`src/rtl/sparse_extract_ctrl_pkg.sv`:
```
// Shared KeyGen constants, FSM state encoding and derived masks for sparse extraction.
// Used by the extraction controller, its BRAM interface and the priority encoder.
package keygen_pkg;

    localparam int R         = 10163;
    localparam int G_DAT_DEP = 159;
    localparam int G_ADDR_W  = 8;
    localparam int G_DAT_W   = 64;
    localparam int OFFSET_W  = 6;
    localparam int H_ADDR_W  = 7;
    localparam int H_DAT_W   = G_ADDR_W + OFFSET_W;
    localparam int H_DAT_DEP = 67;

    localparam int LAST_WORD_BITS = R - (G_DAT_DEP - 1) * G_DAT_W;

    localparam logic [G_ADDR_W-1:0] LAST_ADDR = G_ADDR_W'(G_DAT_DEP - 1);
    localparam logic [H_ADDR_W-1:0] H_FULL    = H_ADDR_W'(H_DAT_DEP);

    // Bits of the last f word that lie beyond x^(r-1) are padding and must never be reported.
    localparam logic [G_DAT_W-1:0] LAST_WORD_MASK =
        {G_DAT_W{1'b1}} >> (G_DAT_W - LAST_WORD_BITS);

    typedef enum logic [2:0] {
        ST_IDLE = 3'd0,
        ST_RD   = 3'd1,
        ST_SCAN = 3'd2,
        ST_CLR  = 3'd3,
        ST_NEXT = 3'd4,
        ST_FIN  = 3'd5
    } state_t;

endpackage

```
`src/rtl/sparse_extract_ctrl_if.sv`:
```
// BRAM-side port bundle of the sparse extractor: f (dense, read/clear) and h (sparse, write).
// master = controller side, slave = memory side.
interface sparse_extract_ctrl_if;
    import keygen_pkg::*;

    logic [G_ADDR_W-1:0] f_addra;
    logic                f_wea;
    logic [G_DAT_W-1:0]  f_douta;
    logic [G_DAT_W-1:0]  f_dina;
    logic [H_ADDR_W-1:0] h_addra;
    logic                h_wea;
    logic [H_DAT_W-1:0]  h_douta;

    modport master (
        output f_addra, f_wea, f_douta, h_addra, h_wea, h_douta,
        input  f_dina
    );

    modport slave (
        input  f_addra, f_wea, f_douta, h_addra, h_wea, h_douta,
        output f_dina
    );

endinterface

```
`src/rtl/sparse_extract_ctrl_lsb_prio_enc64.sv`:
```
// Combinational priority encoder: index of the lowest set bit of a 64-bit word.
// valid is low when the word is zero (idx is then 0).
module lsb_prio_enc64 (
    input  logic [63:0] din,
    output logic [5:0]  idx,
    output logic        valid
);

    // Descending scan so the last hit, i.e. the lowest set bit, wins.
    always_comb begin
        idx   = '0;
        valid = 1'b0;
        for (int i = 63; i >= 0; i--) begin
            if (din[i]) begin
                idx   = 6'(i);
                valid = 1'b1;
            end
        end
    end

endmodule

```
`src/rtl/sparse_extract_ctrl.sv`:
```
// Dense-to-sparse converter: scans f word by word, writes each set-bit position to h in order.
// Optional build macro SPARSE_EXTRACT_CLEAR_EN zeroes every fully scanned f word.
module sparse_extract_ctrl
    import keygen_pkg::*;
(
    input  logic                  clk,
    input  logic                  rst,
    input  logic                  start,
    output logic                  done,
    output logic                  err,
    output logic [H_ADDR_W-1:0]   weight,
    output state_t                fsm_state,
    sparse_extract_ctrl_if.master mem
);

    // Control handshake: start is a one-cycle request accepted only in IDLE; each accepted
    // start produces exactly one done pulse unless reset intervenes. err/weight hold until next start.

    state_t              state, state_d;
    logic [1:0]          cnt, cnt_d;
    logic [G_DAT_W-1:0]  word, word_d;
    logic [G_ADDR_W-1:0] f_addra_q, f_addra_d;
    logic [H_ADDR_W-1:0] h_addra_q, h_addra_d;
    logic [H_DAT_W-1:0]  h_douta_q, h_douta_d;
    logic                h_wea_q, h_wea_d;
    logic [H_ADDR_W-1:0] weight_q, weight_d;
    logic                err_q, err_d;
    logic                done_q, done_d;
    logic [OFFSET_W-1:0] enc_idx;
    logic                enc_valid;

    lsb_prio_enc64 u_enc (
        .din   (word),
        .idx   (enc_idx),
        .valid (enc_valid)
    );

    always_ff @(posedge clk or posedge rst) begin
        if (rst) begin
            state     <= ST_IDLE;
            cnt       <= '0;
            word      <= '0;
            f_addra_q <= '0;
            h_addra_q <= '0;
            h_douta_q <= '0;
            h_wea_q   <= 1'b0;
            weight_q  <= '0;
            err_q     <= 1'b0;
            done_q    <= 1'b0;
        end else begin
            state     <= state_d;
            cnt       <= cnt_d;
            word      <= word_d;
            f_addra_q <= f_addra_d;
            h_addra_q <= h_addra_d;
            h_douta_q <= h_douta_d;
            h_wea_q   <= h_wea_d;
            weight_q  <= weight_d;
            err_q     <= err_d;
            done_q    <= done_d;
        end
    end

    always_comb begin
        state_d   = state;
        cnt_d     = cnt;
        word_d    = word;
        f_addra_d = f_addra_q;
        h_addra_d = h_addra_q;
        h_douta_d = h_douta_q;
        h_wea_d   = 1'b0;
        weight_d  = weight_q;
        err_d     = err_q;

        case (state)
            ST_IDLE: begin
                if (start) begin
                    err_d     = 1'b0;
                    weight_d  = '0;
                    f_addra_d = '0;
                    cnt_d     = '0;
                    state_d   = ST_RD;
                end
            end

            // Address is held three cycles to cover the two-cycle BRAM read latency.
            ST_RD: begin
                if (cnt == 2'd2) begin
                    cnt_d   = '0;
                    word_d  = (f_addra_q == LAST_ADDR) ? (mem.f_dina & LAST_WORD_MASK)
                                                       : mem.f_dina;
                    state_d = ST_SCAN;
                end else begin
                    cnt_d = cnt + 2'd1;
                end
            end

            ST_SCAN: begin
                if (!enc_valid) begin
`ifdef SPARSE_EXTRACT_CLEAR_EN
                    state_d = ST_CLR;
`else
                    state_d = ST_NEXT;
`endif
                end else if (weight_q == H_FULL) begin
                    err_d   = 1'b1;
                    state_d = ST_FIN;
                end else begin
                    h_wea_d   = 1'b1;
                    h_addra_d = weight_q;
                    h_douta_d = {f_addra_q, enc_idx};
                    word_d    = word & (word - G_DAT_W'(1));
                    weight_d  = weight_q + H_ADDR_W'(1);
                end
            end

            ST_CLR: begin
                state_d = ST_NEXT;
            end

            ST_NEXT: begin
                if (f_addra_q == LAST_ADDR) begin
                    state_d = ST_FIN;
                end else begin
                    f_addra_d = f_addra_q + G_ADDR_W'(1);
                    cnt_d     = '0;
                    state_d   = ST_RD;
                end
            end

            ST_FIN: begin
                state_d = ST_IDLE;
            end

            default: begin
                state_d = ST_IDLE;
            end
        endcase

        done_d = (state_d == ST_FIN);
    end

`ifdef SPARSE_EXTRACT_CLEAR_EN
    logic f_wea_q;

    // The clear write is registered so it lands during the CLR cycle with f_addra unchanged.
    always_ff @(posedge clk or posedge rst) begin
        if (rst) begin
            f_wea_q <= 1'b0;
        end else begin
            f_wea_q <= (state_d == ST_CLR);
        end
    end

    assign mem.f_wea = f_wea_q;
`else
    assign mem.f_wea = 1'b0;
`endif

    assign mem.f_douta = '0;
    assign mem.f_addra = f_addra_q;
    assign mem.h_addra = h_addra_q;
    assign mem.h_douta = h_douta_q;
    assign mem.h_wea   = h_wea_q;
    assign done        = done_q;
    assign err         = err_q;
    assign weight      = weight_q;
    assign fsm_state   = state;

endmodule

```
`src/flat_wrapper.sv`:
```
// flat-port wrapper written by rule: the top's interface ports become plain ports
module sparse_extract_ctrl_flat import keygen_pkg::*;
  (clk, rst, start, done, err, weight, fsm_state, mem_f_addra, mem_f_wea, mem_f_douta, mem_h_addra, mem_h_wea, mem_h_douta, mem_f_dina);
  sparse_extract_ctrl_if mem_i ();
  input  logic clk;
  input  logic rst;
  input  logic start;
  output logic done;
  output logic err;
  output logic [H_ADDR_W-1:0] weight;
  output state_t fsm_state;
  output wire logic [$bits(mem_i.f_addra)-1:0] mem_f_addra;
  output wire logic [$bits(mem_i.f_wea)-1:0] mem_f_wea;
  output wire logic [$bits(mem_i.f_douta)-1:0] mem_f_douta;
  output wire logic [$bits(mem_i.h_addra)-1:0] mem_h_addra;
  output wire logic [$bits(mem_i.h_wea)-1:0] mem_h_wea;
  output wire logic [$bits(mem_i.h_douta)-1:0] mem_h_douta;
  input wire logic [$bits(mem_i.f_dina)-1:0] mem_f_dina;
  assign mem_f_addra = mem_i.f_addra;
  assign mem_f_wea = mem_i.f_wea;
  assign mem_f_douta = mem_i.f_douta;
  assign mem_h_addra = mem_i.h_addra;
  assign mem_h_wea = mem_i.h_wea;
  assign mem_h_douta = mem_i.h_douta;
  assign mem_i.f_dina = mem_f_dina;
  sparse_extract_ctrl u_core (.clk(clk), .rst(rst), .start(start), .done(done), .err(err), .weight(weight), .fsm_state(fsm_state), .mem(mem_i));
endmodule
```
`config.mk`:
```
export PLATFORM = sky130hd
export DESIGN_NAME = sparse_extract_ctrl_flat
export DESIGN_NICKNAME = d
export VERILOG_FILES = /design/src/rtl/sparse_extract_ctrl_pkg.sv /design/src/rtl/sparse_extract_ctrl_if.sv /design/src/rtl/sparse_extract_ctrl_lsb_prio_enc64.sv /design/src/rtl/sparse_extract_ctrl.sv /design/src/flat_wrapper.sv
export SDC_FILE = /design/constraint.sdc
export NUM_CORES = 1
export LEC_CHECK = 0
export CAP_MARGIN = 20
export CORE_AREA = 2 2 159 83
export CTS_CLUSTER_SIZE = 25
export DETAILED_ROUTE_END_ITERATION = 8
export DIE_AREA = 0 0 161 85
export GPL_TIMING_DRIVEN = 0
export HOLD_SLACK_MARGIN = 0.03
export PLACE_DENSITY = 0.85
export SYNTH_ARGS = -nofsm -noshare
export SYNTH_HDL_FRONTEND = slang
export SYNTH_HIERARCHICAL = 1
export SYNTH_SLANG_ARGS = --single-unit
```
`constraint.sdc`:
```
create_clock -name clk -period 7.2 [get_ports clk]
set_clock_uncertainty 0.15 [all_clocks]
set_input_delay 0.72 -clock clk [delete_from_list [all_inputs] [get_ports clk]]
set_output_delay 0.72 -clock clk [all_outputs]
set_load 0.02 [all_outputs]
```
* Word level (Yosys, flattened, before mapping) *
Index checks and enable logic that the tools add are counted.

cells by class
  add/subtract/negate cells = 4
  equal/unequal tests = 14
  mux-type cells = 157
  bitwise operators = 2
  reduce and logical (&&, ||, !) cells = 11

operators by type and width
  cell                                                                    count
  6-bit 2-to-1 mux                                                        64
  64-bit 2-to-1 mux                                                       4
  64-bit one-hot mux with 2 select lines                                  1
  1-bit 2-to-1 mux                                                        70
  64-bit AND                                                              1
  64-bit by 1-bit subtractor with 64-bit output (second input constant)   1
  7-bit 2-to-1 mux                                                        3
  8-bit 2-to-1 mux                                                        2
  8-bit one-hot mux with 2 select lines                                   1
  3-bit 2-to-1 mux                                                        5
  3-bit one-hot mux with 5 select lines                                   1
  7-bit one-hot mux with 2 select lines                                   1
  4-bit AND reduction                                                     3
  3-bit AND reduction                                                     3
  8-bit by 1-bit adder with 8-bit output (second input constant)          1
  8-bit equality test (second input constant)                             1
  7-bit by 1-bit adder with 7-bit output (second input constant)          1
  7-bit equality test (second input constant)                             1
  3-bit by 2-bit equality test with 1-bit output (second input constant)  2
  3-bit equality test (second input constant)                             2
  2-bit 2-to-1 mux                                                        3
  2-bit by 1-bit != test with 1-bit output (second input constant)        3
  2-bit != test (second input constant)                                   3
  2-bit one-hot mux with 3 select lines                                   1
  8 further kinds                                                         10

word-level totals
  register bits after elaboration = 108
  bits of input ports = 67
  output and inout bits = 107
  word-level logic and storage cells = 198

* Longest topological paths before layout *
Gate-level depths: netlist of the first run.

  depth after elaboration = 67
  depth in mapped cells = 11
  mapped depth without buffers = 10

* Modules after synthesis *
The synthesis of the first run kept the hierarchy.

modules (own cells, without submodules)
  module               instances  cells an instance  area an instance (µm²)  seq. area each (µm²)
  sparse_extract_ctrl  1          568                5614.1                  2702.6
  lsb_prio_enc64       1          140                763.2                   0.0

* Least setup slack after synthesis of the first run *
No wires, ideal clock.

  path kind = flip-flop to flip-flop
  start = register u_core.word[31]
  end = register u_core.word[46]
  library setup time = 0.067 ns
  arrival = 2.471 ns
  data required time = 6.983 ns
  setup slack = 4.513 ns
  cell stages (with the launch flop) = 11
  path buffers = 1
  clock period less this slack = 2.687 ns
  cell sequence = dfrtp_1 > or4_4 > or2_1 > nor3_1 > nand2_1 > o211ai_4 > inv_2 > o211ai_2 > buf_2 > o311ai_0 > nand2_1

on the way
  word-level cells in the longest chain between the ends = 34
  elaborated cells between the ends (all ways) = 39
  those cells by class = add/sub (1); eq/ne (1); mux (35); bitwise (1); reduce/logical (1)

ends and longest elaborated chain
  element                                                    line                                      RTL
  from (decl)                                                sparse_extract_ctrl.sv:21                 logic [G_DAT_W-1:0] word, word_d;
  from (signal assigned)                                     sparse_extract_ctrl.sv:53                 word <= word_d;
  1-bit 2-to-1 mux (32 in series)                            sparse_extract_ctrl_lsb_prio_enc64.sv:14  if (din[i]) begin
  named net u_core.enc_valid                                 sparse_extract_ctrl.sv:30                 logic enc_valid;
  2-bit by 1-bit != test with 1-bit output (no source line)  -
  4-bit AND reduction (no source line)                       -

The timed path passes the listed nets, and every way through them passes these cells. The select of a mux whose other input is x is not followed.
A chain may end at the register's enable or synchronous reset.

* Worst setup path in the final report of the first run *
  start = register u_core.word[61]
  end = register u_core.word[54]

on the way
  word-level cells in the longest chain between the ends = 64

ends and longest elaborated chain
  element                                                    line
  1-bit 2-to-1 mux (62 in series)                            sparse_extract_ctrl_lsb_prio_enc64.sv:14
  named net u_core.enc_valid                                 sparse_extract_ctrl.sv:30
  2-bit by 1-bit != test with 1-bit output (no source line)  -
  4-bit AND reduction (no source line)                       -

The timed path passes the listed nets, and every way through them passes these cells.

==> results by group, run 1 <==
Clocking
  • Clock tree from TritonCTS: yes
  • Resized cells post-CTS: 0
  • Root Buffer: clkbuf_16
  • CTS Hold Buffers Added: 0
  • Postcts setup bufs: 0
  • Clock transition at the registers of the reported paths: approximately 0.070 ns
  • CTS buffer count: 9
  • H-tree Lvls: 3
  • Clk sinks: 108
  • Worst-Skew Late Latency: 0.35 ns
  • Clock tree buffer depth: 2

Critical path
  • Worst setup path class: flip-flop to flip-flop
  • Critical path depth: 11
  • Crit path max-delay cell type: nor4_1
  • Critical path buffer and inverter count: 2
  • R2R cell count: 11
  • R2r startpoint: u_core/word[61]
  • Critical path origin: u_core/word[61]
  • Crit start category: flip-flop
  • CP top delay family: simple AND/OR/NAND/NOR gates
  • CP Capture Type: flip-flop
  • Max stage delay on crit path: 0.52 ns
  • Reg2Reg Setup Slack: 3.72 ns
  • Worst Setup EP: u_core/word[54]
  • Critical Path Most Common Cell: nor4_1
  • RR Endpoint: u_core/word[54]
  • CP Max Fanout: 10
  • Critical Path RT: 7.31 ns
  • Worst Path Arrival: about 3.6 ns
  • Cell Chain, Critical Path: nor4_1 -> nor2b_1 -> nand3_1 -> nor2_1 -> nand2_1 -> o211ai_4 -> inv_2 -> o211ai_2 -> buf_2 -> nor4_1 -> o21ai_0

Cells and area
  • Finished Cell Area: between 8000 and 9000 um^2
  • Diodes inserted: 0
  • Layout area overhead: 29.3%
  • Layout cell share with drive strength beyond 1: ~14%
  • Final Core Density: 66.8%
  • Commonest cells after routing, fill and taps aside: clkdlybuf4s50_1 (108), dfrtp_1 (108), nand2_1 (77), nor2_1 (74), buf_4 (66)
  • Final non-filler cell total: 1067
  • Fin nets: 962
  • Filler Cell Count: between 1000 and 1500

GRT
  • GRT Overall Usage: 27.0%
  • Vias in the first global route: 5416
  • First-pass GRT wire length: ~29 mm
  • Largest net degree at the start of global routing: 57
  • Total global routing overflow: 0
  • Initial antenna violation count: 0

Die
  • Starting Density: just over 50%
  • Die area: between 10000 and 15000 um^2
  • Die Wd: ~160 um
  • # IOs: approximately 170
  • Total core area: ~12000 um^2
  • Row Count: 29
  • Die height: roughly 85 um

Detailed routing
  • Post-route DRC: 0
  • Via density: 5.72
  • Wire per inst: between 15 and 20 um
  • DRT iter0 DRCs: roughly 770
  • Router iterations before antenna repair: 5
  • DRT antenna net count: 0
  • Via Count: between 6000 and 7000
  • Total Wirelength: around 19 mm

Placed design
  • IO buf count: approximately 110
  • Post-place setup slack: about 3.8 ns
  • HPWL Detailed: about 14 mm
  • Cells after DPL: about 1100
  • Post-DP Area: roughly 7900 um^2
  • GPL Wtd Cong: around 1

Timing
  • Final period util: about half
  • Max-slew violations: 0
  • Tightest Pin Transition: ~0.76 ns
  • RSZ-0062 raised after global routing: no
  • Setup violations, final: 0
  • Final setup margin: around 3.7 ns
  • Fin. Hold Viols: 0
  • Min Tclk post-route: about 3.5 ns
  • Achievable frequency: 287 MHz
  • Total Negative Setup Slacks: 0 ns
  • Hold Slack: ~0.34 ns
  • Worst slew margin: 49.5%

Yosys
  • Yosys cell types: slightly above 70
  • Mapped cell area: 6380 um^2
  • Avg Inst Size Synth: 9.01 um^2
  • Yosys top cell by area: dfrtp_1
  • EDFF count, synth: 0
  • Synth Instances: 708
  • Seq/Total Area, Yosys: around 42%
  • Top cells by area, synth: dfrtp_1 (42%), buf_4 (7.8%), nand2_1 (4.5%)
  • Post-synthesis async set-or-reset flop share: between 90% and 100%
  • Yosys synthesis warning count: 6
  • Synth top area share: approximately 42%
  • Yosys reg bits: approximately 110
  • Top_reg_cell synth: dfrtp_1

Outcome
  • Status: finished clean

Pwr
  • Design Power: approximately 2.9 mW
  • VDD IR max: approximately 0.00016 V
  • Pleak: roughly 3.6 nW
  • Pwr dens: between 300 and 400 nW/um^2

Run
  • Total of max-cap violations: 0

Hold path
  • Worst hold path class: flip-flop to flip-flop
-- Yosys cell counts, types with 2 or more instances --
cell       number
nor4_1         26
a22o_1          7
o211ai_1        8
nand3_1        17
nor4_4          2
a21oi_1        44
clkbuf_1       14
xor2_1          4
nor2_1         74
o311ai_1        2
o21bai_1        2
mux2i_1        20
nand3b_1        3
and3_1          4
inv_1          23
nand2b_1        7
o21ai_1         5
o31ai_1         4
a41oi_1         2
or4_4           5
mux2_2         19
o311a_1         2
or4_1           9
nor3_1         27
o311ai_0       11
o211a_1         2
o41ai_1         3
nand4_1         4
or2_2           2
a32o_1          2
xnor2_1         5
a311oi_1        3
a31oi_1        10
buf_2           6
nor3b_1         2
dfrtp_1       108
o2111ai_1       2
o21ai_0        32
nand2_1        77
or3_1           6
buf_4          66
a211oi_1        2
nor2b_1         4
ha_1            3
-- sequential cells by signal, indices dropped and copies added, names as in the netlist --
| register | count |
|---|---|
| u_core/cnt | 2 |
| u_core/done | 1 |
| u_core/err | 1 |
| u_core/fsm_state | 3 |
| u_core/mem.f_addra | 8 |
| u_core/mem.h_addra | 7 |
| u_core/mem.h_douta | 14 |
| u_core/mem.h_wea | 1 |
| u_core/weight | 7 |
| u_core/word | 64 |
-- per-layer routing --
metal  vias up  wire length [um]  GRT usage [%]
li1       2837                 -              -
met1      2895              8530           41.3
met2       341              7710           37.9
met3        25              2220           8.02
met4         0               168           5.52
met5         -                 0              0
-- area by class of cell --
class	instances	area, um^2	area share, %
Inverter	24	92.6	1.12
Buffer	87	582	7.06
Multi-Input combinational cell	553	3240	39.3
Clock inverter	7	80.1	0.971
Clock buffer	9	225	2.73
Sequential cell	108	2700	32.8
Timing Repair Buffer	109	1110	13.4
Tap cell	170	213	2.58
-- report_power, final --
| part | total, mW | internal, mW | switching [mW] |
|---|---|---|---|
| clock network | 0.516 | 0.275 | 0.241 |
| registers | 1.21 | 0.838 | 0.372 |
| logic | 1.17 | 0.511 | 0.655 |
-- worst min path at each step --
| stage | from | to | depth (start not counted) |
|---|---|---|---|
| 3_3_place_gp | u_core/mem.h_douta[6] | u_core/mem.h_douta[6] | 2 |
| 3_5_place_dp | u_core/mem.h_douta[6] | u_core/mem.h_douta[6] | 2 |
| 5_1_grt | u_core/mem.h_douta[6] | u_core/mem.h_douta[6] | 2 |
| 2_1_floorplan | u_core/cnt[0] | u_core/cnt[0] | 1 |
| 4_1_cts | u_core/mem.h_douta[6] | u_core/mem.h_douta[6] | 2 |
| 6_report | u_core/mem.h_douta[6] | u_core/mem.h_douta[6] | 2 |
-- logic make-up after synthesis --
kind of cell | after synthesis | synth area share, %
XOR/XNOR | 9 | 1.24
AND/OR/NAND/NOR | 281 | 22.4
other | 1 | 0.0588
flip-flops | 108 | 42.4
buffers and inverters | 111 | 10.5
AO/OA/AOI/OAI | 156 | 16.3
multiplexers | 39 | 6.49
adder cells (fa/ha/maj) | 3 | 0.589
-- worst register-to-register path: cells and delay by family (launching register included) --
kind                   cells  cell delay, ns
AOI/OAI and AO/OA          3            0.84
buffers and inverters      2            0.55
DFF                        1            0.45
and+or+nand+nor            6            1.39
No activity file was read; power rests on OpenSTA's default activity.
==> run 2: changes to the inputs <==
--- a/config.mk
+++ b/config.mk
@@ -6,13 +6,13 @@
 export NUM_CORES = 1
 export LEC_CHECK = 0
 export CAP_MARGIN = 20
-export CORE_AREA = 2 2 159 83
+export CORE_AREA = 2 2 165 86
 export CTS_CLUSTER_SIZE = 25
 export DETAILED_ROUTE_END_ITERATION = 8
-export DIE_AREA = 0 0 161 85
+export DIE_AREA = 0 0 167 88
 export GPL_TIMING_DRIVEN = 0
 export HOLD_SLACK_MARGIN = 0.03
-export PLACE_DENSITY = 0.85
+export PLACE_DENSITY = 0.8
 export SYNTH_ARGS = -nofsm -noshare
 export SYNTH_HDL_FRONTEND = slang
 export SYNTH_HIERARCHICAL = 1
==> constraint.sdc (replaced) <==
create_clock -name clk -period 3.5 [get_ports clk]
set_clock_uncertainty 0.15 [all_clocks]
set_input_delay 0.35 -clock clk [delete_from_list [all_inputs] [get_ports clk]]
set_output_delay 0.35 -clock clk [all_outputs]
set_load 0.02 [all_outputs]
==> run 2 against run 1 <==
Net effect: cell count up 0.56%; critical endpoint is now u_core/word[40]; total power up 110%; critical path type unchanged; core utilization decreased by 4.2 points.
==> results by group, run 2 (same netlist as run 1, synthesis figures left out) <==
Outcome
  • Status: finished clean

Cells and area
  • Filler Cell Count: 1135 (+9.9%)
  • Max FFs per register: 64 (unchanged)
  • Layout area overhead: 30.1%
  • Diodes inserted: 0 (unchanged)
  • Final non-filler cell total: 1073 (+0.56%)
  • Layout cell share with drive strength beyond 1: 14.4% (+0.33 points)
  • Fin nets: 962 (unchanged)
  • Largest Register: u_core/word
  • Commonest cells after routing, fill and taps aside: clkdlybuf4s50_1 (108), dfrtp_1 (108), nand2_1 (77), nor2_1 (73), buf_4 (66)

Detailed routing
  • DRT iter0 DRCs: 857 (+11%)
  • Via Count: 6035 (-1.0%)
  • Router iterations before antenna repair: 6 (+1)
  • Wire per inst: 17.4 um (-0.60%)
  • Total Wirelength: 18.6 mm (about the same)
  • DRT antenna net count: 0 (unchanged)
  • Via density: 5.62 (-1.6%)
  • Post-route DRC: 0 (unchanged)

Die
  • Die height: 88 um (+3.5%)
  • Starting Density: 48.1% (-3.6 points)
  • Total core area: 13300 um^2 (+7.4%)
  • Row Count: 30 (+3.4%)
  • # IOs: 174 (unchanged)
  • Die Wd: 167 um (+3.7%)
  • Die area: 14700 um^2 (+7.4%)

Placed design
  • HPWL Detailed: 14.1 mm (+0.50%)
  • GPL Wtd Cong: 0.958 (-1.5%)
  • Cells after DPL: 1057 (+0.57%)
  • IO buf count: 108 (unchanged)
  • Post-place setup slack: 0.153 ns (-3.65 ns)

Pwr
  • VDD IR max: 0.000351 V (+110%)
  • Pleak: 3.60 nW (about the same)
  • Pwr dens: 722 nW/um^2 (+110%)
  • Design Power: 5.99 mW (+110%)

Critical path
  • Critical path buffer and inverter count: 2 (unchanged)
  • Worst Path Arrival: 3.49 ns (-0.10 ns)
  • Crit start category: flip-flop
  • Worst setup path class: flip-flop to flip-flop
  • Max stage delay on crit path: 0.57 ns (+0.05 ns)
  • R2R cell count: 11 (unchanged)
  • Reg2Reg Setup Slack: 0.16 ns (-3.56 ns)
  • CP top delay family: simple AND/OR/NAND/NOR gates
  • Crit path max-delay cell type: or4_4
  • RR Endpoint: u_core/word[40]
  • Critical Path RT: 3.65 ns (-3.66 ns)
  • CP Max Fanout: 10 (unchanged)
  • R2r startpoint: u_core/word[56]
  • CP Capture Type: flip-flop
  • Cell Chain, Critical Path: or4_4 -> nor2b_1 -> nand3_1 -> nor2_1 -> nand2_1 -> o211ai_4 -> inv_2 -> o211ai_4 -> clkbuf_4 -> o311ai_0 -> nand2_1

Clocking
  • CTS buffer count: 9 (unchanged)
  • Clk sinks: 108 (unchanged)
  • Clock transition at the registers of the reported paths: 0.08 ns (about the same)
  • Clock tree buffer depth: 2 (unchanged)
  • Clock tree from TritonCTS: yes
  • CTS Hold Buffers Added: 0 (unchanged)
  • Root Buffer: clkbuf_16
  • Worst-Skew Late Latency: 0.36 ns (about the same)
  • H-tree Lvls: 3 (unchanged)

Hold path
  • Worst hold path class: input port to asynchronous set/reset pin

Timing
  • Fin. Hold Viols: 0 (unchanged)
  • Worst slew margin: 42.5% (-7.0 points)
  • RSZ-0062 raised after global routing: no
  • Max-slew violations: 0 (unchanged)
  • Final period util: 95.5% (+47 points)
  • Final setup margin: 0.157 ns (-3.56 ns)
  • Achievable frequency: 299 MHz (+4.1%)
  • Tightest Pin Transition: 0.856 ns (+0.0999 ns)
  • Total Negative Setup Slacks: 0 ns (unchanged)
  • Min Tclk post-route: 3.34 ns (-0.136 ns)
  • Setup violations, final: 0 (unchanged)

GRT
  • GRT Overall Usage: 25.4% (-1.7 points)
  • First-pass GRT wire length: 29.0 mm (about the same)
  • Largest net degree at the start of global routing: 57 (unchanged)
  • Initial antenna violation count: 0 (unchanged)
  • Vias in the first global route: 5198 (-4.0%)
  • Total global routing overflow: 0 (unchanged)

Run
  • Total of max-cap violations: 0 (unchanged)
[run 2: cell count changes in the layout (fill, tap and decap cells not counted), sizes merged]
cell / change
clkinv: +2
buf: -1
clkbuf: +1
clkinvlp: -1
inv: -1
[run 2: what timing repair did]
action | CTS | global route
buffers inserted | 0 | 0
setup endpoints to repair | 0 | 17
resized for setup | 0 | 5
[run 2: area by class of cell]
class                           count  area [um^2]  share of cell area, %
Clock buffer                        9          225                   2.71
Timing Repair Buffer              109         1110                   13.4
Clock inverter                      7         95.1                   1.15
Tap cell                          176          220                   2.65
Multi-Input combinational cell    553         3270                   39.4
Sequential cell                   108         2700                   32.6
Buffer                             87          584                   7.04
Inverter                           24         92.6                   1.12
[run 2: power by group]
group	leakage [nW]	total, mW	switching [mW]	internal [mW]
Sequential	1.36	2.51	0.785	1.72
Clock	0.156	1.09	0.512	0.576
Combinational	2.09	2.39	1.34	1.05
[run 2: layer usage]
| metal | global-route usage (%) | up-vias | part of all wire, % |
|---|---|---|---|
| met5 | 0 | - | 0 |
| met3 | 5.65 | 24 | 9.9 |
| met1 | 41.1 | 2865 | 49 |
| met4 | 5.33 | 0 | 0.98 |
| met2 | 33.7 | 324 | 40 |
| li1 | - | 2822 | - |
[run 2: how the worst max path moves through the flow]
| stage | cells after the start | from | end |
|---|---|---|---|
| 2_1_floorplan | 1 | rst | u_core/cnt[0] |
| 3_3_place_gp | 2 | rst | u_core/word[16] |
| 3_5_place_dp | 10 | u_core/word[61] | u_core/word[58] |
| 5_1_grt | 11 | u_core/word[56] | u_core/word[61] |
| 6_report | 11 | u_core/word[56] | u_core/word[40] |
| 4_1_cts | 10 | u_core/word[61] | u_core/word[58] |
[run 2: metrics by stage]
step / hold slack [ns] / instance area, um^2 / utilization (%)
4_1_cts: 0.349 / 8270 / 62.4
2_1_floorplan: 0.305 / 6620 / -
6_report: 0.326 / 8300 / 62.6
5_1_grt: 0.366 / 8300 / 62.6
3_5_place_dp: 0.335 / 7950 / 60.0
3_3_place_gp: 0.317 / 7920 / 59.8
==> run 3: changes to the inputs <==
==> constraint.sdc (replaced) <==
create_clock -name clk -period 3.4 [get_ports clk]
set_clock_uncertainty 0.15 [all_clocks]
set_input_delay 0.34 -clock clk [delete_from_list [all_inputs] [get_ports clk]]
set_output_delay 0.34 -clock clk [all_outputs]
set_load 0.02 [all_outputs]
==> run 3 against run 2 <==
Net effect: cell count unchanged; register-to-register slack worse by 0.04 ns; die area unchanged; worst hold slack worse by 0.010 ns; via count up 0.36%.
==> results by group, run 3 (same netlist as run 1, synthesis figures left out) <==
Cells and area
  • Filler Cell Count: 1134 (-0.088%)
  • Final non-filler cell total: 1073 (unchanged)
  • Layout area overhead: 30.1% (about the same)
  • Commonest cells after routing, fill and taps aside: clkdlybuf4s50_1 (108), dfrtp_1 (108), nand2_1 (77), nor2_1 (73), buf_4 (66)
  • Max FFs per register: 64 (unchanged)
  • Fin nets: 962 (unchanged)
  • Largest Register: u_core/word
  • Layout cell share with drive strength beyond 1: 14.4% (unchanged)
  • Diodes inserted: 0 (unchanged)

Critical path
  • R2R cell count: 11 (unchanged)
  • Reg2Reg Setup Slack: 0.11 ns (-0.04 ns)
  • Worst Path Arrival: 3.43 ns (-0.06 ns)
  • Crit start category: flip-flop
  • CP Capture Type: flip-flop
  • CP Max Fanout: 10 (unchanged)
  • Worst setup path class: flip-flop to flip-flop
  • Max stage delay on crit path: 0.57 ns (about the same)
  • Critical path origin: u_core/word[56]
  • Critical Path RT: 3.54 ns (-0.11 ns)
  • Crit path max-delay cell type: or4_4
  • R2r startpoint: u_core/word[56]
  • RR Endpoint: u_core/word[40]
  • Cell Chain, Critical Path: or4_4 -> nor2b_1 -> nand3_1 -> nor2_1 -> nand2_1 -> o211ai_4 -> inv_4 -> o211ai_4 -> clkbuf_4 -> o311ai_0 -> nand2_1

GRT
  • First-pass GRT wire length: 29.0 mm (unchanged)
  • Initial antenna violation count: 0 (unchanged)
  • Vias in the first global route: 5198 (unchanged)
  • Total global routing overflow: 0 (unchanged)
  • GRT Overall Usage: 25.4% (unchanged)
  • Largest net degree at the start of global routing: 57 (unchanged)

Detailed routing
  • Router iterations before antenna repair: 8 (+2)
  • Post-route DRC: 0 (unchanged)
  • Total Wirelength: 18.6 mm (about the same)
  • Via Count: 6057 (+0.36%)
  • DRT antenna net count: 0 (unchanged)
  • DRT iter0 DRCs: 861 (+0.47%)
  • Via density: 5.64 (+0.36%)
  • Wire per inst: 17.4 um (about the same)

Placed design
  • IO buf count: 108 (unchanged)
  • GPL Wtd Cong: 0.958 (unchanged)
  • Cells after DPL: 1057 (unchanged)
  • HPWL Detailed: 14.1 mm (unchanged)

Timing
  • Fin. Hold Viols: 0 (unchanged)
  • Final period util: 96.6% (+1.1 points)
  • Tightest Pin Transition: 0.832 ns (-0.0236 ns)
  • Achievable frequency: 304 MHz (+1.8%)
  • Min Tclk post-route: 3.29 ns (-0.0580 ns)
  • Worst slew margin: 44.1% (+1.6 points)
  • Max-slew violations: 0 (unchanged)
  • Setup violations, final: 0 (unchanged)
  • Total Negative Setup Slacks: 0 ns (unchanged)

Pwr
  • Switching power: 2.72 mW (+3.1%)
  • Pleak: 3.60 nW (about the same)
  • Sw frac: 44.0% (about the same)
  • Internal: 3.45 mW (+3.0%)
  • Sequential share of power: 41.9% (about the same)
  • Design Power: 6.17 mW (+3.0%)
  • Combinational power share: 39.9% (about the same)
  • Pwr dens: 743 nW/um^2 (+3.0%)
  • VDD IR max: 0.000363 V (+3.6%)
  • Clk pwr share: 18.1% (about the same)

Clocking
  • Root Buffer: clkbuf_16
  • Worst-Skew Late Latency: 0.36 ns (about the same)
  • Postcts setup bufs: 0 (unchanged)
  • Clock tree from TritonCTS: yes
  • Clk sinks: 108 (unchanged)
  • CTS buffer count: 9 (unchanged)
  • Clock transition at the registers of the reported paths: 0.08 ns (about the same)
  • CTS Hold Buffers Added: 0 (unchanged)
  • Clock tree buffer depth: 2 (unchanged)
  • H-tree Lvls: 3 (unchanged)

Hold path
  • Worst hold path class: input port to asynchronous set/reset pin

Die
  • Die height: 88 um (unchanged)
  • Row Count: 30 (unchanged)
  • Die Wd: 167 um (unchanged)
  • # IOs: 174 (unchanged)
  • Total core area: 13300 um^2 (unchanged)
  • Die area: 14700 um^2 (unchanged)
  • Starting Density: 48.1% (unchanged)

Run
  • Total of max-cap violations: 0 (unchanged)

Outcome
  • Status: finished clean
==> run 3: metrics by stage <==
step                util (%)  area, um^2  hold slack, ns  worst slack [ns]
floorplan                  -        6620           0.295            0.0644
global placement        59.8        7920           0.317             -1.57
detailed placement      60.0        7950           0.335            0.0531
CTS                     62.4        8270           0.342           0.00169
global route            62.6        8300           0.365        -0.0000917
finish                  62.6        8300           0.316             0.115
==> run 3: worst max-delay path, delay by kind of cell (launching register included) <==
kind                   cells  cell delay, ns
AO/OA/AOI/OAI              3            0.74
flip-flops                 1            0.46
AND/OR/NAND/NOR            6            1.43
buffers and inverters      2            0.45
==> run 3: what timing repair did <==
action | in CTS | in global routing
hold endpoints to repair | 0 | 0
gates resized for setup | 0 | 7
setup endpoints to repair | 0 | 27
==> run 3: routing by layer <==
metal / track usage (%) / routed length [um] / vias to the layer above
met3: 5.65 / 1680 / 43
met5: 0 / 0 / -
met4: 5.33 / 263 / 0
met2: 33.7 / 7480 / 306
li1: - / - / 2822
met1: 41.1 / 9210 / 2886
==> run 3: area by class of cell <==
| cell class | count | area [um^2] | area share [%] |
|---|---|---|---|
| plain buffers | 87 | 584 | 7.04 |
| repair buffers | 109 | 1110 | 13.4 |
| flip-flops and latches | 108 | 2700 | 32.6 |
| well taps | 176 | 220 | 2.65 |
| inverters | 24 | 95.1 | 1.15 |
| multi-input cells | 553 | 3270 | 39.4 |
| clock inverters | 7 | 95.1 | 1.15 |
| clock buffers | 9 | 225 | 2.71 |
==> run 3: power by group through the flow <==
stage / sequential [mW] / clock, mW / combinational, mW
2_1_floorplan: 2.46 / 0 / 1.57
3_3_place_gp: 2.52 / 0 / 2.34
3_5_place_dp: 2.54 / 0 / 2.41
4_1_cts: 2.53 / 1.13 / 2.42
5_1_grt: 2.66 / 1.20 / 2.71
6_report: 2.58 / 1.12 / 2.46
==> run 3: how the worst max path moves through the flow <==
stage               slack [ns]              end  cells after the start
finish                    0.11  u_core/word[40]                     11
global route          -0.00009  u_core/word[61]                     11
CTS                      0.002  u_core/word[58]                     10
detailed placement        0.05  u_core/word[58]                     10
global placement         -1.57  u_core/word[16]                      2
floorplan                 0.06    u_core/cnt[0]                      1
